==> src/rtl/sccb_arbiter_if.sv <==
// Requester-side and SCCB-master-side signals of sccb_arbiter.
// slave modport is the arbiter's view; master modport is the surrounding system's view.
interface sccb_arbiter_if;
  logic       i_Req0;
  logic       i_Req1;
  logic [7:0] i_Addr0;
  logic [7:0] i_Addr1;
  logic [7:0] i_Data0;
  logic [7:0] i_Data1;
  logic       o_Ack0;
  logic       o_Ack1;
  logic [1:0] o_Grant;
  logic       o_Busy;
  logic       o_SCCB_fStart;
  logic [7:0] o_SCCB_Addr;
  logic [7:0] o_SCCB_Data;
  logic       i_SCCB_fReady;
  logic [15:0] o_TxnCnt;
  logic       o_Err;

  modport slave (
    input  i_Req0, i_Req1, i_Addr0, i_Addr1, i_Data0, i_Data1, i_SCCB_fReady,
    output o_Ack0, o_Ack1, o_Grant, o_Busy, o_SCCB_fStart, o_SCCB_Addr, o_SCCB_Data,
           o_TxnCnt, o_Err
  );

  modport master (
    output i_Req0, i_Req1, i_Addr0, i_Addr1, i_Data0, i_Data1, i_SCCB_fReady,
    input  o_Ack0, o_Ack1, o_Grant, o_Busy, o_SCCB_fStart, o_SCCB_Addr, o_SCCB_Data,
           o_TxnCnt, o_Err
  );
endinterface

==> src/rtl/sccb_arbiter.sv <==
// Round-robin arbiter sharing one SCCB master between the init sequencer (port 0) and tuner (port 1).
// Define SCCB_ARB_TIMEOUT_EN to add a WAIT_READY watchdog of TIMEOUT_CYCLES cycles.
//
// state        | meaning
// S_IDLE       | no transaction; arbitrate when the master is ready
// S_GRANT      | winner's address/data latched, grant visible
// S_ISSUE      | one-cycle start pulse to the SCCB master
// S_WAIT_BUSY  | waiting for the master to drop fReady (WAIT_MAX guard)
// S_WAIT_READY | master busy; waiting for fReady to return
// S_ACK        | completion pulse to the granted port
module sccb_arbiter #(
  parameter int unsigned WAIT_MAX       = 16,
  parameter int unsigned TIMEOUT_CYCLES = 2000000
) (
  input  logic          i_Clk,
  input  logic          i_Rst,
  sccb_arbiter_if.slave bus
);

  typedef enum logic [2:0] {
    S_IDLE,
    S_GRANT,
    S_ISSUE,
    S_WAIT_BUSY,
    S_WAIT_READY,
    S_ACK
  } state_t;

  localparam logic [7:0] LP_BUSY_LOAD = 8'(WAIT_MAX - 1);

  state_t      r_state;
  state_t      w_next;
  logic        w_any;
  logic        w_pick;
  logic        w_lost;
  logic        w_wdog_tc;
  logic        r_last;
  logic [1:0]  r_grant;
  logic [7:0]  r_addr;
  logic [7:0]  r_data;
  logic [7:0]  r_busy_cnt;
  logic [15:0] r_txn_cnt;
  logic        r_err;
  logic        r_fstart;
  logic        r_busy;
  logic        r_ack0;
  logic        r_ack1;

`ifdef SCCB_ARB_TIMEOUT_EN
  localparam logic [20:0] LP_WDOG_LOAD = 21'(TIMEOUT_CYCLES - 1);
  logic [20:0] r_wdog;

  assign w_wdog_tc = (r_wdog == 21'd0);

  // Reloads on every state change, so each WAIT_READY visit gets a full budget.
  always_ff @(posedge i_Clk or posedge i_Rst) begin
    if (i_Rst) begin
      r_wdog <= LP_WDOG_LOAD;
    end else if (r_state == S_WAIT_READY && w_next == S_WAIT_READY) begin
      r_wdog <= r_wdog - 21'd1;
    end else begin
      r_wdog <= LP_WDOG_LOAD;
    end
  end
`else
  assign w_wdog_tc = 1'b0;
  // Keeps TIMEOUT_CYCLES referenced when the watchdog is compiled out.
  if (TIMEOUT_CYCLES == 0) begin : g_timeout_unused
  end
`endif

  always_comb begin
    w_any  = bus.i_Req0 | bus.i_Req1;
    w_pick = (bus.i_Req0 & bus.i_Req1) ? ~r_last : bus.i_Req1;
    w_next = r_state;
    w_lost = 1'b0;
    case (r_state)
      S_IDLE: begin
        if (w_any && bus.i_SCCB_fReady) w_next = S_GRANT;
      end
      S_GRANT: w_next = S_ISSUE;
      S_ISSUE: w_next = S_WAIT_BUSY;
      S_WAIT_BUSY: begin
        if (!bus.i_SCCB_fReady) begin
          w_next = S_WAIT_READY;
        end else if (r_busy_cnt == 8'd0) begin
          w_next = S_ACK;
          w_lost = 1'b1;
        end
      end
      S_WAIT_READY: begin
        if (bus.i_SCCB_fReady) begin
          w_next = S_ACK;
        end else if (w_wdog_tc) begin
          w_next = S_ACK;
          w_lost = 1'b1;
        end
      end
      S_ACK:   w_next = S_IDLE;
      default: w_next = S_IDLE;
    endcase
  end

  always_ff @(posedge i_Clk or posedge i_Rst) begin
    if (i_Rst) r_state <= S_IDLE;
    else       r_state <= w_next;
  end

  // Outputs are registered from the next-state decode so they line up with the state.
  always_ff @(posedge i_Clk or posedge i_Rst) begin
    if (i_Rst) begin
      r_last     <= 1'b1;
      r_grant    <= 2'b00;
      r_addr     <= 8'h00;
      r_data     <= 8'h00;
      r_busy_cnt <= 8'd0;
      r_txn_cnt  <= 16'd0;
      r_err      <= 1'b0;
      r_fstart   <= 1'b0;
      r_busy     <= 1'b0;
      r_ack0     <= 1'b0;
      r_ack1     <= 1'b0;
    end else begin
      r_fstart <= (w_next == S_ISSUE);
      r_busy   <= (w_next != S_IDLE);
      r_ack0   <= (w_next == S_ACK) & r_grant[0];
      r_ack1   <= (w_next == S_ACK) & r_grant[1];

      if (r_state == S_IDLE && w_next == S_GRANT) begin
        r_grant <= w_pick ? 2'b10 : 2'b01;
        r_addr  <= w_pick ? bus.i_Addr1 : bus.i_Addr0;
        r_data  <= w_pick ? bus.i_Data1 : bus.i_Data0;
        r_last  <= w_pick;
      end else if (r_state == S_ACK) begin
        r_grant <= 2'b00;
      end

      if (r_state == S_ISSUE) begin
        r_busy_cnt <= LP_BUSY_LOAD;
      end else if (r_state == S_WAIT_BUSY && r_busy_cnt != 8'd0) begin
        r_busy_cnt <= r_busy_cnt - 8'd1;
      end

      if (r_state == S_WAIT_READY && w_next == S_ACK && !w_lost) begin
        r_txn_cnt <= r_txn_cnt + 16'd1;
      end

      if (w_lost) r_err <= 1'b1;
    end
  end

  assign bus.o_Ack0        = r_ack0;
  assign bus.o_Ack1        = r_ack1;
  assign bus.o_Grant       = r_grant;
  assign bus.o_Busy        = r_busy;
  assign bus.o_SCCB_fStart = r_fstart;
  assign bus.o_SCCB_Addr   = r_addr;
  assign bus.o_SCCB_Data   = r_data;
  assign bus.o_TxnCnt      = r_txn_cnt;
  assign bus.o_Err         = r_err;

endmodule

==> src/flat_wrapper.sv <==
// flat-port wrapper written by rule: the top's interface ports become plain ports
module sccb_arbiter_flat 
#(
  parameter int unsigned WAIT_MAX       = 16,
  parameter int unsigned TIMEOUT_CYCLES = 2000000
)
  (i_Clk, i_Rst, bus_i_Req0, bus_i_Req1, bus_i_Addr0, bus_i_Addr1, bus_i_Data0, bus_i_Data1, bus_i_SCCB_fReady, bus_o_Ack0, bus_o_Ack1, bus_o_Grant, bus_o_Busy, bus_o_SCCB_fStart, bus_o_SCCB_Addr, bus_o_SCCB_Data, bus_o_TxnCnt, bus_o_Err);
  sccb_arbiter_if bus_i ();
  input  logic i_Clk;
  input  logic i_Rst;
  input wire logic [$bits(bus_i.i_Req0)-1:0] bus_i_Req0;
  input wire logic [$bits(bus_i.i_Req1)-1:0] bus_i_Req1;
  input wire logic [$bits(bus_i.i_Addr0)-1:0] bus_i_Addr0;
  input wire logic [$bits(bus_i.i_Addr1)-1:0] bus_i_Addr1;
  input wire logic [$bits(bus_i.i_Data0)-1:0] bus_i_Data0;
  input wire logic [$bits(bus_i.i_Data1)-1:0] bus_i_Data1;
  input wire logic [$bits(bus_i.i_SCCB_fReady)-1:0] bus_i_SCCB_fReady;
  output wire logic [$bits(bus_i.o_Ack0)-1:0] bus_o_Ack0;
  output wire logic [$bits(bus_i.o_Ack1)-1:0] bus_o_Ack1;
  output wire logic [$bits(bus_i.o_Grant)-1:0] bus_o_Grant;
  output wire logic [$bits(bus_i.o_Busy)-1:0] bus_o_Busy;
  output wire logic [$bits(bus_i.o_SCCB_fStart)-1:0] bus_o_SCCB_fStart;
  output wire logic [$bits(bus_i.o_SCCB_Addr)-1:0] bus_o_SCCB_Addr;
  output wire logic [$bits(bus_i.o_SCCB_Data)-1:0] bus_o_SCCB_Data;
  output wire logic [$bits(bus_i.o_TxnCnt)-1:0] bus_o_TxnCnt;
  output wire logic [$bits(bus_i.o_Err)-1:0] bus_o_Err;
  assign bus_i.i_Req0 = bus_i_Req0;
  assign bus_i.i_Req1 = bus_i_Req1;
  assign bus_i.i_Addr0 = bus_i_Addr0;
  assign bus_i.i_Addr1 = bus_i_Addr1;
  assign bus_i.i_Data0 = bus_i_Data0;
  assign bus_i.i_Data1 = bus_i_Data1;
  assign bus_i.i_SCCB_fReady = bus_i_SCCB_fReady;
  assign bus_o_Ack0 = bus_i.o_Ack0;
  assign bus_o_Ack1 = bus_i.o_Ack1;
  assign bus_o_Grant = bus_i.o_Grant;
  assign bus_o_Busy = bus_i.o_Busy;
  assign bus_o_SCCB_fStart = bus_i.o_SCCB_fStart;
  assign bus_o_SCCB_Addr = bus_i.o_SCCB_Addr;
  assign bus_o_SCCB_Data = bus_i.o_SCCB_Data;
  assign bus_o_TxnCnt = bus_i.o_TxnCnt;
  assign bus_o_Err = bus_i.o_Err;
  sccb_arbiter #(.WAIT_MAX(WAIT_MAX), .TIMEOUT_CYCLES(TIMEOUT_CYCLES)) u_core (.i_Clk(i_Clk), .i_Rst(i_Rst), .bus(bus_i));
endmodule
==> config.mk <==
export PLATFORM = sky130hd
export DESIGN_NAME = sccb_arbiter_flat
export DESIGN_NICKNAME = d
export VERILOG_FILES = /design/src/rtl/sccb_arbiter_if.sv /design/src/rtl/sccb_arbiter.sv /design/src/flat_wrapper.sv
export SDC_FILE = /design/constraint.sdc
export NUM_CORES = 1
export LEC_CHECK = 0
export CAP_MARGIN = 20
export CORE_ASPECT_RATIO = 0.6
export CORE_MARGIN = 5
export CORE_UTILIZATION = 30
export DETAILED_ROUTE_END_ITERATION = 12
export SYNTH_ARGS = -nofsm -noshare
export SYNTH_HDL_FRONTEND = slang
export SYNTH_SLANG_ARGS = --single-unit
==> constraint.sdc <==
create_clock -name i_Clk -period 2.5 [get_ports i_Clk]
set_clock_uncertainty 0.05 [all_clocks]
set_input_delay 0.375 -clock i_Clk [delete_from_list [all_inputs] [get_ports i_Clk]]
set_output_delay 0.375 -clock i_Clk [all_outputs]
set_load 0.01 [all_outputs]
Yosys cells after proc, flatten, opt, wreduce, memory -nomap -nowiden
Cells that the tools add are included.
W data, S select, Z words.

cells by class
  muxes and demuxes = 16
  bitwise logic cells = 5
  reductions and logical operators = 12
  eq/ne operators = 8
  add/sub/neg operators = 2

operators with widths
  kind                     count
  $mux W8                  4
  $add A16 B1 Y16 const B  1
  $pmux W3 S5              1
  $mux W3                  4
  $eq A3 B2 Y1 const B     3
  $eq A3 B3 Y1 const B     3
  $logic_not A8 Y1         1
  $reduce_bool A8 Y1       1
  $sub A8 B1 Y8 const B    1
  $eq A3 B1 Y1 const B     2
  $mux W2                  3
  $logic_and A1 B1 Y1      5
  $mux W1                  4
  $reduce_bool A2 Y1       2
  $and A1 B1 Y1            3
  $logic_not A3 Y1         1
  $reduce_bool A3 Y1       1
  $logic_not A1 Y1         1
  $not A1 Y1               1
  $or A1 B1 Y1             1

word-level totals
  bits in registers = 51
  word-level logic and storage cells = 55
  input bits = 37
  output and inout port bits = 39

Logic depth before layout (Yosys ltp)
Gate-level depths: netlist (run 1).

  depth after elaboration = 7
  gate-level depth with buffers = 7
  mapped depth without buffers = 6

Least setup slack after synthesis (run 1)
OpenSTA, ideal clock, no wires.

  path type = register to register
  from = register u_core.r_busy_cnt[0]
  to = register u_core.r_busy_cnt[2]
  stages on the path, launching flop included = 7
  required time = 2317 ps
  arrival = 1576 ps
  period minus slack after synthesis = 1760 ps
  setup time = 133 ps
  setup slack = 740 ps
  path buffers = 0
  path through = dfrtp_1 inv_1 ha_1 nor3b_1 a21oi_2 a211oi_1 a31oi_1

on the way
  longest elaborated chain between the ends = 3
  elaborated cells between the ends (all ways) = 6
  classes of those cells = add/sub: 1; mux: 2; reduce/logical: 3

ends and longest elaborated chain
  what                                                        RTL line                                  text
  start: declaration                                          sccb_arbiter.sv:41                        logic [7:0] r_busy_cnt;
  start signal: assignment                                    sccb_arbiter.sv:141                       r_busy_cnt <= r_busy_cnt - 8'd1;
  $sub A8 B1 Y8 / $reduce_bool A8 Y1 (equally long branches)  sccb_arbiter.sv:141, sccb_arbiter.sv:140
  $mux W8 / $logic_and A1 B1 Y1 (equally long branches)       sccb_arbiter.sv:140                       end else if (r_state == S_WAIT_BUSY && r_busy_cnt != 8'd0) begin
  $mux W8 / $reduce_bool A2 Y1 (equally long branches)        -

Several ways; a longest one is shown, not always the timed one. The select of a mux whose other input is x is not followed.
A chain may end at the register's enable or synchronous reset.

Final worst setup path (run 1)
  from = register u_core.r_state[1]
  to = register u_core.r_txn_cnt[13], in the netlist u_core.bus.o_TxnCnt[13]

on the way
  longest elaborated chain between the ends = 6
  elaborated cells between the ends (all ways) = 15
  classes of those cells = eq/ne: 5; mux: 6; reduce/logical: 4

ends and longest elaborated chain
  what                      RTL line             text
  start: declaration        sccb_arbiter.sv:31   state_t r_state;
  start signal: assignment  sccb_arbiter.sv:106  else r_state <= w_next;
  $mux W3                   sccb_arbiter.sv:86   end else if (r_busy_cnt == 8'd0) begin
  $mux W3                   sccb_arbiter.sv:84   if (!bus.i_SCCB_fReady) begin
  $pmux W3 S5               sccb_arbiter.sv:77   case (r_state)
  $eq A3 B3 Y1              sccb_arbiter.sv:144  if (r_state == S_WAIT_READY && w_next == S_ACK && !w_lost) begin
  $logic_and A1 B1 Y1       sccb_arbiter.sv:144
  $logic_and A1 B1 Y1 (*)   sccb_arbiter.sv:144
  end signal: assignment    sccb_arbiter.sv:145  r_txn_cnt <= r_txn_cnt + 16'd1;
  end: declaration          sccb_arbiter.sv:42   logic [15:0] r_txn_cnt;

Mark *: on every way between the ends. The rest lies on a longest branch, timed or not.

==> results.md, run 1 <==
- Nets: 345
- ANT cells: 0
- Top cells by count, synth: dfrtp_1, nor2_1, nand2_1
- Netlist Area Pre-Place: 0.00241 mm^2
- Unrepaired setup endpoints after global routing: no
- Crit Path Max Fanout: 11
- Setup crit end kind: flop
- Syn Nets: 268
- First-pass GRT wire length: 8970 um
- CTS clk-pin slew, worst paths: 0.07 ns
- Status: finished clean
- Highest Clock Rate: 549 MHz
- Worst min path class: in2async
- Post_cts resized: 0
- First drt pass iteration count: 4
- Final worst path period need: 1.82 ns
- Final hold vios: 0
- LEAKAGE: 1.52 nW
- Relative slew margins: 0.703
- Initial DRC Count: 139
- Power per cell area: 955 mW/mm^2
- MaxCap Viol Count: 0
- Initial core utilization: 0.308
- Setup TNS: 0 ns
- Die Span X: 126 um
- Ports: 76
- Placed cells: 407
- Post-synth top area share: 0.518
- CTS Hold Bufs: 0
- Critical path startpoint category: flop
- Worst Path Required: 2.66 ns
- Most frequent cell after synthesis: dfrtp_1
- Endpoints failing setup: 0
- Largest area contributor in the netlist: dfrtp_1
- Antenna violations before repair: 0
- CP Cell Sequence: nand4bb_4 > or4_4 > nor2_2 > xor2_1
- Non-Filler Instances: 415
- Sequential area share after synthesis: 0.529
- Worst path slowest cell: or4_4
- Vias in the first global route: 1811
- Pin count of the biggest net entering global routing: 52
- Die height: 79.5 um
- Die area: 0.0100 mm^2
- Cell Rows: 25
- R2R setup slack: 0.68 ns
- CTS root buffer: clkbuf_16
- CP bufs+invs: 0
- CP arrival: 1.98 ns
- Async SR Flop Fraction: 1.00
- Max Slew Vio Count: 0
- Clk sinks: 51
- Top_reg_cell synth: dfrtp_1
- GRT Overall Usage: 0.111
- Via-per-instance ratio: 4.58
- Flop and latch count out of synthesis: 51
- Tcrit/Tclk final: 0.728
- EDFF count, synth: 0
- Via count: 1899
- Filler cell count: 741
- Drt drc: 0
- Max stage delay on crit path: 0.60 ns
- Most area-consuming cells after synthesis: dfrtp_1, mux2i_1, nor2_1, a21oi_1, xnor2_1
- Syn Inst Count: 229
- CP delay by family, top: simple AND/OR/NAND/NOR gates
- CTS tree: yes
- Worst-case clock buffer depth: 2
- Total gr overflow: 0
- Worst-Skew Late Latency: 0.29 ns
- Antenna-violating nets left: 0
- Port bufs: 75
- H-Tree Depth: 2
- Synth Area per Inst: 10.5 um^2
- Hold slack: 0.387 ns
- Final WL: 5560 um
- Routability-driven placement congestion ratio: 0.765
- Post-DP HPWL: 4230 um
- Post-CTS setup repair buffer count: 0
- Placeable Area: 0.00785 mm^2
- CTS buffer count: 5
- Yosys cell types: 43
- Critical path type: reg2reg
- Fraction of layout cells with a size suffix above 1: 0.0879
- Synth warn: 0
- Max VDD drop: 388 uV
- Layout area overhead: 44.7%
- WL per Instance: 13.4 um
- Slew @ Worst Pin: 0.442 ns
stage by stage:
step,area [um^2],total power [W],worst slack (ns),util
3_3_place_gp,3300,0.00246,0.455,0.421
3_5_place_dp,3300,0.00248,0.425,0.421
2_1_floorplan,2410,0.00191,0.740,-
5_1_grt,3490,0.00355,0.549,0.445
6_report,3490,0.00334,0.679,0.445
4_1_cts,3490,0.00337,0.684,0.445
cells in the final DEF (no fill, tap or decap), types with 3 or more instances in the layout:
cell	netlist	routed
and3_1	3	3
nand2_1	23	23
inv_1	4	3
nand3_1	4	4
clkbuf_16	0	5
a21oi_1	18	18
o21ai_0	6	6
xor2_1	6	6
dfrtp_1	50	50
xnor2_1	10	10
nor3_1	6	6
nor2_1	26	26
nor2b_1	5	4
nand4_1	4	4
buf_4	1	5
clkdlybuf4s50_1	0	75
mux2i_1	20	20
cell families after synthesis:
kind of cell	count (synthesis)	synth area share
AO/OA/AOI/OAI	36	0.0891
XOR/XNOR	16	0.0580
adder cells (fa/ha/maj)	2	0.0104
buffers and inverters	15	0.0321
flip-flops	51	0.529
multiplexers	20	0.0829
AND/OR/NAND/NOR	89	0.198
per-layer routing:
| layer | GRT usage | wire length, um | vias up |
|---|---|---|---|
| li1 | - | - | 946 |
| met1 | 0.157 | 2830 | 901 |
| met2 | 0.157 | 2250 | 47 |
| met3 | 0.0475 | 446 | 5 |
| met4 | 0.0257 | 37 | 0 |
| met5 | 0 | 0 | - |
worst reg2reg max path: stages, from the launching register on:
cell	delay, ns
dfrtp_1	0.50
nand4bb_4	0.33
or4_4	0.60
nor2_2	0.11
xor2_1	0.15
area by class of cell:
cell class	instances	area, um^2	share of cell area
inverter	4	15.0	0.00430
clock inverter	3	67.6	0.0193
tap	108	135	0.0387
clock buffer	5	125	0.0358
multi-input combinational	163	1070	0.305
timing repair buffer	81	808	0.231
sequential	51	1280	0.366
path summary, 6_finish.rpt:
| check | start | cells past startpoint | to |
|---|---|---|---|
| setup / recovery | u_core.r_state[1] | 4 | u_core.bus.o_TxnCnt[13] |
| hold / removal | i_Rst | 3 | u_core.bus.o_TxnCnt[9] |
| setup reg to reg | u_core.r_state[1] | 4 | u_core.bus.o_TxnCnt[13] |
| hold reg to reg | u_core.bus.o_TxnCnt[15] | 1 | u_core.bus.o_TxnCnt[15] |
| max in group asynchronous | i_Rst | 3 | u_core.r_last |
| min in group i_Clk | u_core.bus.o_TxnCnt[15] | 1 | u_core.bus.o_TxnCnt[15] |
where the power goes:
part	total, W	internal [W]	switching, W
sequential	0.00130	0.00107	0.000229
clock	0.000880	0.000573	0.000306
combinational	0.00116	0.000641	0.000516
sequential cells by signal, indices dropped and copies added (netlist names):
name,cells
u_core.r_busy_cnt,8
u_core.bus.o_Ack1,1
u_core.bus.o_SCCB_fStart,1
u_core.bus.o_TxnCnt,16
u_core.bus.o_SCCB_Data,8
u_core.r_state,3
u_core.r_last,1
u_core.bus.o_Ack0,1
u_core.bus.o_Err,1
u_core.bus.o_Grant,2
u_core.bus.o_SCCB_Addr,8
u_core.bus.o_Busy,1
(Power assumes the default switching activity.)
==> run 2, diff against run 1 <==
==> constraint.sdc (replaced) <==
create_clock -name i_Clk -period 1.6 [get_ports i_Clk]
set_clock_uncertainty 0.05 [all_clocks]
set_input_delay 0.24 -clock i_Clk [delete_from_list [all_inputs] [get_ports i_Clk]]
set_output_delay 0.24 -clock i_Clk [all_outputs]
set_load 0.01 [all_outputs]
==> run 2 against run 1 <==
  * Design area up 8.3%
  * Hold slack worse by 0.25 ns
  * Combinational power is 97% higher
  * Critical endpoint is now u_core.r_busy_cnt[5]
  * Largest cell class unchanged
  * Largest power group is now combinational logic
==> results.md, run 2 (synthesis gave the netlist of run 1 again) <==
- Placed cells: 430 (was 407)
- Pin count of the biggest net entering global routing: 37 (was 52)
- WL per Instance: 13.8 um (was 13.4 um)
- Setup crit end kind: flop (unchanged)
- Via count: 2015 (was 1899)
- Total power: 0.00542 W (was 0.00334 W)
- Reg2reg start: u_core.r_state[2] (was u_core.r_state[1])
- Cell Rows: 25 (unchanged)
- Setup TNS: 0 ns (unchanged)
- R2R setup slack: 0.03 ns (was 0.68 ns)
- Power per cell area: 1430 mW/mm^2 (was 955 mW/mm^2)
- Fraction of layout cells with a size suffix above 1: 0.205 (was 0.0879)
- Die Span X: 126 um (unchanged)
- CTS tree: yes (unchanged)
- Commonest non-fill, non-tap cells in the layout: clkdlybuf4s50_1, dfrtp_1, buf_4 (was clkdlybuf4s50_1, dfrtp_1, nor2_1)
- Largest register FFs: 16 (unchanged)
- CTS buffer count: 5 (unchanged)
- CTS root buffer: clkbuf_16 (unchanged)
- MaxCap Viol Count: 0 (unchanged)
- Initial DRC Count: 119 (was 139)
- Vias in the first global route: 1979 (was 1811)
- Commonest non-fill, non-tap cell in the layout: clkdlybuf4s50_1 (unchanged)
- Critical path type: reg2reg (unchanged)
- Antenna-violating nets left: 0 (unchanged)
- Max VDD drop: 651 uV (was 388 uV)
- Routability-driven placement congestion ratio: 0.790 (was 0.765)
- Crit Path Max Fanout: 8 (was 11)
- Cells on worst reg2reg path: 5 (was 4)
- Final hold vios: 0 (unchanged)
- Worst-case clock buffer depth: 2 (unchanged)
- Max Slew Vio Count: 0 (unchanged)
- Worst Path Required: 1.73 ns (was 2.66 ns)
- Final worst path period need: 1.57 ns (was 1.82 ns)
- Worst min path class: in2async (unchanged)
- LEAKAGE: 1.74 nW (was 1.52 nW)
- Tcrit/Tclk final: 0.981 (was 0.728)
- Via-per-instance ratio: 4.54 (was 4.58)
- Initial core utilization: 0.308 (unchanged)
- Total gr overflow: 0 (unchanged)
- Antenna violations before repair: 0 (unchanged)
- Die height: 79.5 um (unchanged)
- H-Tree Depth: 2 (unchanged)
- Clk sinks: 51 (unchanged)
- Highest Clock Rate: 637 MHz (was 549 MHz)
- Status: finished clean (unchanged)
- First drt pass iteration count: 4 (unchanged)
- CP arrival: 1.70 ns (was 1.98 ns)
- Drt drc: 0 (unchanged)
- Final WL: 6130 um (was 5560 um)
- GRT Overall Usage: 0.125 (was 0.111)
- CTS clk-pin slew, worst paths: 0.07 ns (about the same)
- Post-DP HPWL: 4640 um (was 4230 um)
- Nets: 374 (was 345)
- Non-Filler Instances: 444 (was 415)
- Die area: 0.0100 mm^2 (unchanged)
- Worst-Skew Late Latency: 0.29 ns (about the same)
- First-pass GRT wire length: 10000 um (was 8970 um)
- Endpoints failing setup: 0 (unchanged)
- Unrepaired setup endpoints after global routing: yes (was no)
- ANT cells: 0 (unchanged)
- Layout area overhead: 56.8% (was 44.7%)
- Placeable Area: 0.00785 mm^2 (unchanged)
- Port bufs: 75 (unchanged)
- Critical path startpoint category: flop (unchanged)
- Slew @ Worst Pin: 0.419 ns (was 0.442 ns)
- CTS Hold Bufs: 0 (unchanged)
- Post-layout util: 0.482 (was 0.445)
- Reg2reg end: u_core.r_busy_cnt[5] (was u_core.bus.o_TxnCnt[13])
- Ports: 76 (unchanged)
- Relative slew margins: 0.718 (was 0.703)
-- run 2: cell types whose count changed in the layout (fill, tap and decap cells not counted), moves of 3 or more --
| cell | previous run | this run |
|---|---|---|
| buf_4 | 5 | 31 |
| clkdlybuf4s50_1 | 75 | 67 |
| dfrtp_1 | 50 | 47 |
| dfrtp_2 | 0 | 3 |
| dlygate4sd2_1 | 0 | 6 |
| nor3_1 | 6 | 1 |
| nor3_2 | 0 | 4 |
-- run 2: metrics by stage --
step	instance area, um^2	hold slack [ns]	setup slack (ns)
after floorplan	2420	0.397	0.00264
after global placement	3490	0.435	-0.247
after detailed placement	3490	0.428	-0.308
after CTS	3690	0.137	0.00680
after global routing	3790	0.178	-0.0421
final	3790	0.141	0.0298
-- run 2: worst max-delay path by stage --
| stage | start | to | slack (ns) | cells after the start |
|---|---|---|---|---|
| floorplan | u_core.r_state[0] | u_core.r_busy_cnt[5] | 0.003 | 6 |
| CTS | u_core.r_state[1] | u_core.bus.o_TxnCnt[13] | 0.007 | 4 |
| global placement | bus_i_SCCB_fReady | u_core.bus.o_TxnCnt[13] | -0.25 | 5 |
| global route | u_core.r_busy_cnt[1] | u_core.r_busy_cnt[6] | -0.04 | 7 |
| finish | u_core.r_state[2] | u_core.r_busy_cnt[5] | 0.03 | 5 |
| detailed placement | bus_i_SCCB_fReady | u_core.bus.o_TxnCnt[13] | -0.31 | 5 |
-- run 2: repair_timing --
| action | in CTS | in global routing |
|---|---|---|
| setup buffers | 2 | 4 |
| pin swaps | 0 | 4 |
| endpoints found under the setup margin | 17 | 20 |
| gates resized for setup | 12 | 16 |
-- run 2: power breakdown --
group / total, W / switching, W / internal (W)
Clock: 0.00121 / 0.000469 / 0.000738
Sequential: 0.00194 / 0.000266 / 0.00167
Combinational: 0.00228 / 0.00102 / 0.00126
-- run 2: final cells by class --
type / instances / area, um^2
clock buffer: 5 / 125
timing repair buffer: 110 / 1040
clock inverter: 3 / 43.8
fill: 740 / 4070
sequential: 51 / 1280
tap: 108 / 135
inverter: 4 / 15.0
multi-input combinational: 163 / 1140
-- run 2: worst max-delay path, cell delays in order, from the launching register on --
cell,delay [ns]
dfrtp_2,0.49
nand3b_1,0.22
buf_6,0.15
a21oi_4,0.23
a31oi_1,0.13
a41o_1,0.21
-- run 2: per-layer routing --
metal	wire length (um)	GRT usage
met5	0	0
met4	74	0.0418
met3	488	0.0468
met2	2600	0.174
met1	2970	0.178
